## src/rtl/mul2_seq_scheduler.sv

```systemverilog
// mul2_seq_scheduler: WIDTH x WIDTH unsigned multiply built from one shared external 2x2 core,
// issuing one digit pair per cycle (j fastest) and accumulating shifted partial products.
module mul2_seq_scheduler #(
    parameter int WIDTH = 8
) (
    input  logic               clk,
    input  logic               rst_n,
    input  logic               in_valid,
    output logic               in_ready,
    input  logic [WIDTH-1:0]   in_a,
    input  logic [WIDTH-1:0]   in_b,
    output logic [1:0]         mul_a,
    output logic [1:0]         mul_b,
    input  logic [3:0]         mul_p,
    output logic               out_valid,
    input  logic               out_ready,
    output logic [2*WIDTH-1:0] out_p,
    output logic               busy
);
    localparam int N  = WIDTH / 2;
    localparam int IW = (N > 1) ? $clog2(N) : 1;

    typedef enum logic [1:0] {IDLE, RUN, DONE} state_t;

    state_t               r_state, w_next;
    logic [WIDTH-1:0]     r_a, r_b;
    logic [2*WIDTH-1:0]   r_acc;
    logic [IW-1:0]        r_i, r_j;
    logic                 w_last_j, w_last;
    logic [IW:0]          w_sum;
    logic [WIDTH-1:0]     w_a_sh, w_b_sh;
    logic [2*WIDTH-1:0]   w_pp;

    assign w_last_j = (r_j == IW'(N - 1));
    assign w_last   = w_last_j && (r_i == IW'(N - 1));
    assign w_sum    = {1'b0, r_i} + {1'b0, r_j};
    assign w_a_sh   = r_a >> {r_i, 1'b0};
    assign w_b_sh   = r_b >> {r_j, 1'b0};
    // Partial product weight is 4^(i+j).
    assign w_pp     = (2*WIDTH)'(mul_p) << {w_sum, 1'b0};

    assign in_ready  = (r_state == IDLE);
    assign busy      = (r_state != IDLE);
    assign out_valid = (r_state == DONE);
    assign out_p     = (r_state == DONE) ? r_acc : '0;
    assign mul_a     = (r_state == RUN) ? w_a_sh[1:0] : 2'b00;
    assign mul_b     = (r_state == RUN) ? w_b_sh[1:0] : 2'b00;

    always_ff @(posedge clk) begin
        if (!rst_n) r_state <= IDLE;
        else        r_state <= w_next;
    end

    always_comb begin
        w_next = r_state;
        if (r_state == IDLE && in_valid)  w_next = RUN;
        if (r_state == RUN && w_last)     w_next = DONE;
        if (r_state == DONE && out_ready) w_next = IDLE;
    end

    always_ff @(posedge clk) begin
        if (!rst_n) begin
            r_a   <= '0;
            r_b   <= '0;
            r_acc <= '0;
            r_i   <= '0;
            r_j   <= '0;
        end else if (r_state == IDLE && in_valid) begin
            r_a   <= in_a;
            r_b   <= in_b;
            r_acc <= '0;
            r_i   <= '0;
            r_j   <= '0;
        end else if (r_state == RUN) begin
            r_acc <= r_acc + w_pp;
            r_j   <= w_last_j ? '0 : r_j + IW'(1);
            r_i   <= w_last_j ? r_i + IW'(1) : r_i;
        end
    end
endmodule

```

## config.mk

```make
export PLATFORM = sky130hd
export DESIGN_NAME = mul2_seq_scheduler
export DESIGN_NICKNAME = d
export VERILOG_FILES = /design/src/rtl/mul2_seq_scheduler.sv
export SDC_FILE = /design/constraint.sdc
export NUM_CORES = 1
export LEC_CHECK = 0
export CORE_UTILIZATION = 40
export DETAILED_ROUTE_END_ITERATION = 8
export PLACE_DENSITY_LB_ADDON = 0.3
export SKIP_LAST_GASP = 1
export SLEW_MARGIN = 20
export SYNTH_ARGS = -nofsm -noshare
export SYNTH_HDL_FRONTEND = slang
export SYNTH_SLANG_ARGS = --single-unit
```

## constraint.sdc

```tcl
create_clock -name clk -period 3.4 [get_ports clk]
set_clock_uncertainty 0.05 [all_clocks]
set_input_delay 0.34 -clock clk [delete_from_list [all_inputs] [get_ports clk]]
set_output_delay 0.34 -clock clk [all_outputs]
set_load 0.05 [all_outputs]
```

==> out/qor.txt <==
Run status = completed
CTS clk-pin slew, worst paths = 80 ps
Io pins = 47
Sequential fraction of the synthesis area = 0.2846
Placement Setup Slack = 108.7 ps
Unrepaired setup endpoints after global routing = true
Setup ws final = 217.4 ps
Crit path max fanout = 4
CP Launch Point = r_i[0]
Final ANT Viol Nets = 0
Worst hold path class = flop to flop
Critical path's slowest cell = fa_1
Final GP Congestion = 0.8928
Chip Height = 83.74 µm
Post-synth EDFFs = 0
Reg power frac = 0.494
Leak pwr = 1.355 nW
DR WL/cell = 13.57 µm
Mux cell area share after synthesis = 0.04869
Post-CTS Repair Setup Buffers = 0
Seq cells post-synth = 38
Switching share of power = 0.2927
Via/cell ratio = 5.373
Post-synth ARST share = 0
Top delay family on crit path = adder cells
End of the critical path = r_acc[12]
Worst VDD drop = 0.1661 mV
Vias in the first global route = 2,325
Count of cell types in the netlist = 50
Global route overflow = 0
Iter 0 DRT Violations = 86
Diodes inserted = 0
CP peak stage delay = 450 ps
CP bufs+invs = 1
Critical path type = flop to flop
Flop-to-flop setup slack = 220 ps
Max Slew Vio Count = 0
Tmin final = 3183 ps
H-tree lvl count = 2
Gate Count Post-Synth = 333
Utilization after layout = 0.5227
Final hold vios = 0
CP Launch Type = flop
R2R Path End = r_acc[12]
Most common cell after layout, fill and taps aside = nand2_1
P&R area growth vs syn = 24.91%
Port bufs = 46
Synth Flop Type = dfxtp_1
Clk sinks = 38
Post-synthesis simple-gate area fraction = 0.3048
Initial antenna violation count = 0
Largest buffer count on any clock path = 2
Layout cell share with drive strength beyond 1 = 0.1024
Slew HR = 0.5805
Initial Utilization = 0.4185
Power Density = 286.4 mW/mm²
CTS tree = built
Largest family of logic cells by synthesized area = simple AND/OR/NAND/NOR gates
Critical Path Stages = 13
Site row count = 29
Synth Area in Compound Gates = 0.2008
Switching pwr = 279.9 µW
Syn Area/Cell = 8.026 µm²
DP HPWL = 4.611 mm
Num CTS Buffers = 5
Synth warn = 0
Pint = 676.1 µW
Final wirelength = 6.213 mm
Post-synthesis xor/xnor area fraction = 0.02622
Total GRT Usage = 0.1892
First-pass GRT wire length = 10.88 mm
Overall power = 956.0 µW
Final period utilization = 0.9361
Most frequent cells in the layout = nand2_1 (60), clkdlybuf4s50_1 (46), dfxtp_1 (38), a21oi_1 (23), and2_1 (22)
Synth Net Count = 377
Core ar. = 0.006386 mm²
Synthesized area = 0.002673 mm²
Peak Freq = 0.3142 GHz
Max-Cap Viols = 0
Worst r2r src = r_i[0]
Clk pwr share = 0.324
Critical Path, Cell by Cell = ha_1 > inv_1 > fa_1 > nand2_2 > nor2_1 > ha_1 > fa_1 > a21o_2 > a311oi_2 > o21bai_2 > a311oi_2 > mux2i_1 > nand2_1
Clk Latency, worst-skew pair = 300 ps
Nets@finish = 425
Post-synthesis adder-cell area fraction = 0.09925
Clock root cell = clkbuf_8
CP arrival = 3330 ps
DIE AREA = 0.007012 mm²
Post-CTS Resized = 0
Crit end category = flop
Slew @ Worst Pin = 627.3 ps
Worst r2r path cells = 13
Comb pwr share = 0.182
Die W = 83.74 µm
First drt pass iteration count = 4
Hold buffers post-CTS = 0
Final setup viols = 0
Maximum number of pins on one net before global-route repair = 23
DR vias = 2,461
WP data required = 3550 ps
Drt drc = 0
## routing by layer
metal	GRT usage	up-vias	routed length, µm
li1	-	1265	-
met5	0	-	0
met3	0.03264	6	286
met4	0.05547	0	70
met2	0.3089	68	2915
met1	0.2554	1122	2940
## synth_stat cells (3+ instances only)
| library cell | number | share of area |
|---|---|---|
| mux4_2 | 4 | 0.034 |
| a21o_1 | 8 | 0.022 |
| inv_1 | 5 | 0.0070 |
| o31ai_1 | 3 | 0.0084 |
| nand2_1 | 61 | 0.086 |
| clkbuf_1 | 12 | 0.017 |
| and3_1 | 4 | 0.0094 |
| a31oi_1 | 4 | 0.0094 |
| dfxtp_1 | 38 | 0.28 |
| nor2_1 | 16 | 0.022 |
| buf_2 | 5 | 0.0094 |
| o21ai_0 | 7 | 0.013 |
| nand3_1 | 14 | 0.026 |
| nor3_1 | 7 | 0.013 |
| nand4_1 | 5 | 0.012 |
| a21boi_0 | 17 | 0.048 |
| xor2_1 | 4 | 0.013 |
| xnor2_1 | 4 | 0.013 |
| or4_1 | 3 | 0.0084 |
| mux2i_1 | 4 | 0.015 |
| nor2b_1 | 8 | 0.019 |
| nand2b_1 | 6 | 0.014 |
| and2_1 | 22 | 0.051 |
| a21oi_1 | 23 | 0.043 |
| ha_1 | 18 | 0.084 |
## metrics by stage
step                      hold slack (ps)  instances  setup TNS [ps]  instance area (µm²)
after floorplan                     390.2        333               0                 2673
after global placement              403.3        451               0                 3249
after detailed placement            409.4        451               0                 3249
after CTS                           420.0        458               0                 3328
after global routing                435.0        458          -15.36                 3338
final                               418.9        458               0                 3338
## power groups by stage
stage | clock (mW) | sequential (mW) | combinational, mW
floorplan | 0 | 0.480 | 0.113
global placement | 0 | 0.481 | 0.174
detailed placement | 0 | 0.482 | 0.175
CTS | 0.317 | 0.472 | 0.176
global route | 0.336 | 0.474 | 0.193
finish | 0.310 | 0.472 | 0.174
## worst min path at each step
| stage | slack [ps] | to | cells after the start | from |
|---|---|---|---|---|
| final | 420 | r_b[5] | 2 | r_b[5] |
| after global routing | 440 | r_b[5] | 2 | r_b[5] |
| after detailed placement | 410 | r_b[5] | 2 | r_b[5] |
| after floorplan | 390 | r_a[4] | 2 | r_a[4] |
| after global placement | 400 | r_a[5] | 2 | r_a[5] |
| after CTS | 420 | r_b[5] | 2 | r_b[5] |
## worst register-to-register path: cells and delay by family, from the launching register on
family                   cells  cell delay (ps)
AO/OA/AOI/OAI                4              990
adder cells (fa/ha/maj)      4             1260
buffers and inverters        1               60
flip-flops                   1              320
multiplexers                 1              210
AND/OR/NAND/NOR              3              220
## sequential cells by signal, indices dropped and copies added, names as in the netlist
register,cells
r_i,2
r_state,2
r_a,8
r_b,8
r_j,2
r_acc,16
## logic make-up (layout without fill, tap and decap cells)
family	after synthesis	after routing
mux	8	8
fa+ha+maj	20	20
buf+inv	23	71
flops	38	38
xor+xnor	8	8
compound gates	78	78
simple gates	158	158
## cell type report
type | count | area, µm²
fill | 625 | 3048
multi-input combinational | 272 | 1827
sequential | 38 | 760.7
timing repair buffer | 58 | 550.5
tap | 77 | 96.34
clock buffer | 5 | 68.82
inverter | 6 | 25.02
clock inverter | 2 | 10.01
(Power assumes the default switching activity.)
